## config.mk

```make
export PLATFORM = sky130hd
export DESIGN_NAME = pm_boot_loader_flat
export DESIGN_NICKNAME = d
export VERILOG_FILES = /design/src/rtl/pm_boot_loader_if.sv /design/src/rtl/pm_boot_loader.sv /design/src/flat_wrapper.sv
export SDC_FILE = /design/constraint.sdc
export NUM_CORES = 1
export LEC_CHECK = 0
export ABC_AREA = 1
export CORE_ASPECT_RATIO = 1.25
export CORE_MARGIN = 2
export CORE_UTILIZATION = 55
export DETAILED_ROUTE_END_ITERATION = 8
export PLACE_DENSITY = 0.86
export SYNTH_ARGS = -nofsm -noshare
export SYNTH_HDL_FRONTEND = slang
export SYNTH_SLANG_ARGS = --single-unit
```

## constraint.sdc

```tcl
create_clock -name clk_i -period 2.18 [get_ports clk_i]
set_input_delay 0.327 -clock clk_i [delete_from_list [all_inputs] [get_ports clk_i]]
set_output_delay 0.327 -clock clk_i [all_outputs]
set_load 0.01 [all_outputs]
```

## src/rtl/pm_boot_loader_if.sv

```systemverilog
// Boot loader bus bundle: incoming byte stream (valid/ready) and the program memory
// write port (pmWrEn / pm_addr / instructionIn).
// slave  : the loader's view (sinks the stream, drives the memory write port).
// master : the environment's view (sources the stream, observes the memory writes).
interface pm_boot_loader_if #(
  parameter int unsigned AddWidth  = 7,
  parameter int unsigned DataWidth = 8
);
  logic                 byte_valid;
  logic [DataWidth-1:0] byte_data;
  logic                 byte_ready;
  logic                 pm_wr_en;
  logic [AddWidth-1:0]  pm_addr;
  logic [DataWidth-1:0] pm_wr_data;

  modport slave (
    input  byte_valid,
    input  byte_data,
    output byte_ready,
    output pm_wr_en,
    output pm_addr,
    output pm_wr_data
  );

  modport master (
    output byte_valid,
    output byte_data,
    input  byte_ready,
    input  pm_wr_en,
    input  pm_addr,
    input  pm_wr_data
  );
endinterface

```

## src/rtl/pm_boot_loader.sv

```systemverilog
// Boot/load sequencer: streams an image into program memory from address 0 upward,
// holds the CPU in reset while loading and releases it when the image is complete.
// Optional feature: define PM_BOOT_CHECKSUM_EN to require a trailing XOR checksum byte
// (CKSUM state); without it the flow is LOAD -> RELEASE -> RUN.
// All outputs are registered; status flags are computed from the next state.
module pm_boot_loader #(
  parameter int unsigned AddWidth  = 7,
  parameter int unsigned DataWidth = 8
) (
  input  logic                clk_i,
  input  logic                rst_ni,
  input  logic                load_start_i,
  input  logic [AddWidth:0]   load_len_i,
  input  logic                stop_i,
  pm_boot_loader_if.slave     ldr_if,
  output logic                cpu_rst_o,
  output logic                busy_o,
  output logic                done_o,
  output logic                err_o
);

  typedef enum logic [2:0] {
    StIdle,
    StLoad,
`ifdef PM_BOOT_CHECKSUM_EN
    StCksum,
`endif
    StRelease,
    StRun
  } state_e;

  // Largest legal image: 2**AddWidth bytes.
  localparam logic [AddWidth:0] LenMax = {1'b1, {AddWidth{1'b0}}};

  state_e               state_q, state_d;
  logic [AddWidth:0]    cnt_q, cnt_d;
  logic [AddWidth:0]    len_q, len_d;
  logic                 err_q, err_d;
  logic                 wr_en_q, wr_en_d;
  logic [AddWidth-1:0]  addr_q, addr_d;
  logic [DataWidth-1:0] data_q, data_d;
  logic                 rdy_q, rdy_d;
  logic                 busy_q, busy_d;
  logic                 done_q, done_d;
  logic                 cpu_rst_q, cpu_rst_d;
`ifdef PM_BOOT_CHECKSUM_EN
  logic [DataWidth-1:0] csum_q, csum_d;
`endif

  logic accept;
  logic len_ok;
  logic last_byte;

  assign accept    = ldr_if.byte_valid & rdy_q;
  assign len_ok    = (load_len_i != '0) && (load_len_i <= LenMax);
  assign last_byte = (cnt_q == len_q - 1'b1);

  // Next-state, counters, write path and registered status flags.
  always_comb begin
    state_d = state_q;
    cnt_d   = cnt_q;
    len_d   = len_q;
    err_d   = err_q;
    wr_en_d = 1'b0;
    addr_d  = addr_q;
    data_d  = data_q;
`ifdef PM_BOOT_CHECKSUM_EN
    csum_d  = csum_q;
`endif

    unique case (state_q)
      StIdle: begin
        if (load_start_i) begin
          if (len_ok) begin
            state_d = StLoad;
            len_d   = load_len_i;
            cnt_d   = '0;
            err_d   = 1'b0;
`ifdef PM_BOOT_CHECKSUM_EN
            csum_d  = '0;
`endif
          end else begin
            err_d = 1'b1;
          end
        end
      end
      StLoad: begin
        // stop wins over a same-cycle accept: that byte is dropped.
        if (stop_i) begin
          state_d = StIdle;
          err_d   = 1'b1;
        end else if (accept) begin
          wr_en_d = 1'b1;
          addr_d  = cnt_q[AddWidth-1:0];
          data_d  = ldr_if.byte_data;
          cnt_d   = cnt_q + 1'b1;
`ifdef PM_BOOT_CHECKSUM_EN
          csum_d  = csum_q ^ ldr_if.byte_data;
          if (last_byte) state_d = StCksum;
`else
          if (last_byte) state_d = StRelease;
`endif
        end
      end
`ifdef PM_BOOT_CHECKSUM_EN
      StCksum: begin
        // Checksum byte is compared only, never written to program memory.
        if (stop_i) begin
          state_d = StIdle;
          err_d   = 1'b1;
        end else if (accept) begin
          if (ldr_if.byte_data == csum_q) begin
            state_d = StRun;
          end else begin
            state_d = StIdle;
            err_d   = 1'b1;
          end
        end
      end
`endif
      StRelease: begin
        // Final write is on the bus this cycle; CPU not yet released, so stop aborts.
        if (stop_i) begin
          state_d = StIdle;
          err_d   = 1'b1;
        end else begin
          state_d = StRun;
        end
      end
      StRun: begin
        if (stop_i) state_d = StIdle;
      end
      default: state_d = StIdle;
    endcase

`ifdef PM_BOOT_CHECKSUM_EN
    rdy_d  = (state_d == StLoad) || (state_d == StCksum);
    busy_d = (state_d == StLoad) || (state_d == StCksum) || (state_d == StRelease);
`else
    rdy_d  = (state_d == StLoad);
    busy_d = (state_d == StLoad) || (state_d == StRelease);
`endif
    done_d    = (state_d == StRun);
    cpu_rst_d = (state_d != StRun);
  end

  // State and output registers.
  always_ff @(posedge clk_i or negedge rst_ni) begin
    if (!rst_ni) begin
      state_q   <= StIdle;
      cnt_q     <= '0;
      len_q     <= '0;
      err_q     <= 1'b0;
      wr_en_q   <= 1'b0;
      addr_q    <= '0;
      data_q    <= '0;
      rdy_q     <= 1'b0;
      busy_q    <= 1'b0;
      done_q    <= 1'b0;
      cpu_rst_q <= 1'b1;
`ifdef PM_BOOT_CHECKSUM_EN
      csum_q    <= '0;
`endif
    end else begin
      state_q   <= state_d;
      cnt_q     <= cnt_d;
      len_q     <= len_d;
      err_q     <= err_d;
      wr_en_q   <= wr_en_d;
      addr_q    <= addr_d;
      data_q    <= data_d;
      rdy_q     <= rdy_d;
      busy_q    <= busy_d;
      done_q    <= done_d;
      cpu_rst_q <= cpu_rst_d;
`ifdef PM_BOOT_CHECKSUM_EN
      csum_q    <= csum_d;
`endif
    end
  end

  assign ldr_if.byte_ready = rdy_q;
  assign ldr_if.pm_wr_en   = wr_en_q;
  assign ldr_if.pm_addr    = addr_q;
  assign ldr_if.pm_wr_data = data_q;
  assign cpu_rst_o         = cpu_rst_q;
  assign busy_o            = busy_q;
  assign done_o            = done_q;
  assign err_o             = err_q;

endmodule

```

## src/flat_wrapper.sv

```systemverilog
// flat-port wrapper written by rule: the top's interface ports become plain ports
module pm_boot_loader_flat 
#(
  parameter int unsigned AddWidth  = 7,
  parameter int unsigned DataWidth = 8
)
  (clk_i, rst_ni, load_start_i, load_len_i, stop_i, cpu_rst_o, busy_o, done_o, err_o, ldr_if_byte_valid, ldr_if_byte_data, ldr_if_byte_ready, ldr_if_pm_wr_en, ldr_if_pm_addr, ldr_if_pm_wr_data);
  pm_boot_loader_if #(.AddWidth(AddWidth), .DataWidth(DataWidth)) ldr_if_i ();
  input  logic clk_i;
  input  logic rst_ni;
  input  logic load_start_i;
  input  logic [AddWidth:0] load_len_i;
  input  logic stop_i;
  output logic cpu_rst_o;
  output logic busy_o;
  output logic done_o;
  output logic err_o;
  input wire logic [$bits(ldr_if_i.byte_valid)-1:0] ldr_if_byte_valid;
  input wire logic [$bits(ldr_if_i.byte_data)-1:0] ldr_if_byte_data;
  output wire logic [$bits(ldr_if_i.byte_ready)-1:0] ldr_if_byte_ready;
  output wire logic [$bits(ldr_if_i.pm_wr_en)-1:0] ldr_if_pm_wr_en;
  output wire logic [$bits(ldr_if_i.pm_addr)-1:0] ldr_if_pm_addr;
  output wire logic [$bits(ldr_if_i.pm_wr_data)-1:0] ldr_if_pm_wr_data;
  assign ldr_if_i.byte_valid = ldr_if_byte_valid;
  assign ldr_if_i.byte_data = ldr_if_byte_data;
  assign ldr_if_byte_ready = ldr_if_i.byte_ready;
  assign ldr_if_pm_wr_en = ldr_if_i.pm_wr_en;
  assign ldr_if_pm_addr = ldr_if_i.pm_addr;
  assign ldr_if_pm_wr_data = ldr_if_i.pm_wr_data;
  pm_boot_loader #(.AddWidth(AddWidth), .DataWidth(DataWidth)) u_core (.clk_i(clk_i), .rst_ni(rst_ni), .load_start_i(load_start_i), .load_len_i(load_len_i), .stop_i(stop_i), .ldr_if(ldr_if_i), .cpu_rst_o(cpu_rst_o), .busy_o(busy_o), .done_o(done_o), .err_o(err_o));
endmodule
```

==> impl_metrics.tcl <==
set metrics [dict create \
    synthArstFlopShare 1.00 \
    clk_path_buf_depth 2 \
    switchingPower_uw 483 \
    portBuffers 41 \
    drv_cap 0 \
    max_slew.worst_pin.slew_ps 853 \
    place_inst 334 \
    gp_congestion 0.854 \
    placed_cell_area_sq_mm 0.00247 \
    critPathLaunchType "flop" \
    wire_per_inst_um 12.6 \
    relSlewSlack 0.431 \
    syn_nets 283 \
    slew_viol_final 0 \
    cts_tree "yes" \
    dr.first_iter.drc_count 66 \
    diodes 0 \
    cts_hold_buf 0 \
    grt_overflow 0 \
    post-synth-top-count-cell "nand2_1" \
    finalCriticalPeriod_ps 1680 \
    path_clk_slew_ps 80 \
    final_min_period_over_clock_period 0.771 \
    final_cells 342 \
    yosysUniqueCellTypes 26 \
    vias_per_cell 5.21 \
    yosysSeqAreaShare 0.489 \
    place_hpwl_mm 3.17 \
    critPathArrivalTime_ps 1900 \
    synth_edf_count 0 \
    coreArea_sq_mm 0.00354 \
    hold_path.class "in2async" \
    clock_skew_ps 7.72 \
    cts_buffers 5 \
    cp.required_ps 2400 \
    synth_top_area_frac 0.476 \
    hold_viol_final 0 \
    internal_power_uw 1280 \
    multi_input_area_sq_um 881 \
    cts_sinks 40 \
    final_util 0.728 \
    pwr_density_cell_mw_per_mm2 684 \
    drive_gt1_frac 0.158 \
    clk_latency_ps 300 \
    track_usage 0.223 \
    synth_cells 260 \
    grt_max_degree 41 \
    dieArea_sq_mm 0.00423 \
    seqPwrFrac 0.478 \
    path_class "reg2reg" \
    max_freq_mhz 595 \
    synth_top_area_cell "dfrtp_1" \
    postRouteAntennaNets 0 \
    syn_avg_cell_area_sq_um 7.88 \
    htree_num_levels 2 \
    die-width_um 58.6 \
    end_kind "flop" \
    grt_pass1_vias 1682 \
    netlist_top_cells_count "92 x nand2_1, 39 x dfrtp_1, 19 x inv_2" \
    fin_nets 325 \
    num_vias 1782 \
    gr-usage-met1 0.243 \
    area_growth_pct 25.9 \
    peakVddDrop_v 0.000491 \
    clkPwrFrac 0.336 \
    rsz0062_at_grt "false" \
    cts_root_buffer "clkbuf_8" \
    design_area_sq_mm 0.00258 \
    violations "DRC" \
    cts_resized 0 \
    path_max_fanout 5 \
    setup_viol_count_final 0 \
    synthTopCellsByArea "dfrtp_1 48%, nand2_1 17%, nand3_1 4.4%" \
    fin_setup_tns_ps 0 \
    syn_area_sq_mm 0.00205 \
    grt_pass1_wl_mm 7.13 \
    power_frac_comb 0.186 \
    netSwitchingFraction 0.274 \
    status "complete, but fails checks" \
    synth_ff_type "dfrtp_1" \
    grt.busiest_layer "met2" \
    row_count 24 \
    synth_seq_cells 40 \
    first_pass_iters 6 \
    grt_use_met3 0.0428 \
    fillCellCount 281 \
    p_leak_uw 0.00126 \
    regArea_sq_mm 0.00100 \
    die_h_um 72.3 \
    grt_antenna_before_repair 0 \
    met2_usage 0.414 \
    postCtsSetupRepairBufs 0 \
    initial_utilization 0.578 \
    drcViolationCount 3 \
    wirelength_mm 4.31 \
    ios 42 \
    yosysWarningCount 0 \
]
## per-stage QoR
stage          total power [uW]  setup WS [ps]  hold slack (ps)
6_report                   1760            499              136
2_1_floorplan              1050            736             31.4
4_1_cts                    1770            496              168
5_1_grt                    1840            353              218
3_5_place_dp               1180            324              469
3_3_place_gp               1170            431              461
## per-layer routing
| layer | vias to the layer above | wire length (um) |
|---|---|---|
| li1 | 890 | - |
| met1 | 841 | 1730 |
| met2 | 43 | 2330 |
| met3 | 8 | 167 |
| met4 | 0 | 80 |
| met5 | - | 0 |
## flip-flops by register name (all words and copies together), names as in the netlist
| name | flops |
|---|---|
| u_core.busy_o | 1 |
| u_core.cnt_q | 8 |
| u_core.cpu_rst_o | 1 |
| u_core.done_o | 1 |
| u_core.err_o | 1 |
| u_core.ldr_if.byte_ready | 1 |
| u_core.ldr_if.pm_addr | 7 |
| u_core.ldr_if.pm_wr_data | 8 |
| u_core.ldr_if.pm_wr_en | 1 |
| u_core.len_q | 8 |
| u_core.state_q | 3 |
## power groups by stage
stage | sequential, uW | clock, uW | combinational (uW)
3_5_place_dp | 856 | 0 | 326
3_3_place_gp | 854 | 0 | 314
5_1_grt | 849 | 620 | 370
4_1_cts | 843 | 599 | 331
6_report | 843 | 593 | 328
2_1_floorplan | 855 | 0 | 197
## worst max-delay path, stage by stage, from the launching register on
cell and delay [ps]:
dfrtp_1 410, inv_2 100, ha_1 230, nand2_1 70, nor2_1 120, nand2_1 70, nand2_1 70, nand3_1 90
nor2_2 120, nand4_1 160, a21oi_1 170
## cell families after synthesis
logic type | after synthesis | share of synthesized area
DFF | 40 | 0.489
adders and majority gates | 2 | 0.0122
buffers and inverters | 40 | 0.0812
xor gates and xnor gates | 9 | 0.0385
other | 1 | 0.00183
and+or+nand+nor | 139 | 0.293
AOI/OAI and AO/OA | 29 | 0.0842
## layout make-up
type,instances,area share
Clock buffer,6,0.0281
Clock inverter,2,0.0136
Inverter,32,0.0466
Multi-Input combinational cell,180,0.341
Sequential cell,40,0.388
Tap cell,39,0.0189
Timing Repair Buffer,43,0.163
## final timing paths
| kind | start | to | slack (ps) | depth (start not counted) |
|---|---|---|---|---|
| max in group asynchronous | rst_ni | u_core.ldr_if.byte_ready$_DFF_PN0_ | 1500 | 1 |
| min in group clk_i | u_core.ldr_if.pm_wr_data[7]$_DFFE_PN0P_ | u_core.ldr_if.pm_wr_data[7]$_DFFE_PN0P_ | 480 | 2 |
| max reg2reg | u_core.len_q[0]$_DFFE_PN0P_ | u_core.state_q[1]$_DFF_PN0_ | 500 | 10 |
| max | u_core.len_q[0]$_DFFE_PN0P_ | u_core.state_q[1]$_DFF_PN0_ | 500 | 10 |
| min | rst_ni | u_core.ldr_if.pm_wr_data[4]$_DFFE_PN0P_ | 140 | 1 |
| min reg2reg | u_core.ldr_if.pm_wr_data[7]$_DFFE_PN0P_ | u_core.ldr_if.pm_wr_data[7]$_DFFE_PN0P_ | 480 | 2 |
## placed cells by master (no fill, tap or decap)
cell	netlist	layout
nand3b_1	1	1
nor2_2	6	6
o21bai_1	1	1
xnor2_1	4	4
buf_2	7	1
clkbuf_8	0	5
nand3_1	18	18
nor3_2	1	1
buf_4	0	2
ha_1	2	2
nand2_2	5	5
inv_1	13	13
o22ai_1	1	1
a21oi_1	3	3
clkbuf_1	0	1
nand2_1	92	92
conb_1	1	1
bufinv_16	0	1
nand3_2	1	1
o31ai_1	2	2
o21ai_1	17	17
nor2_1	10	10
o21ai_2	5	5
nand4_1	3	3
inv_2	19	19
xor2_1	5	5
clkdlybuf4s50_1	0	40
dfstp_2	1	1
clkinv_2	0	1
or2_0	2	2
dfrtp_1	39	39
(Power assumes the default switching activity.)
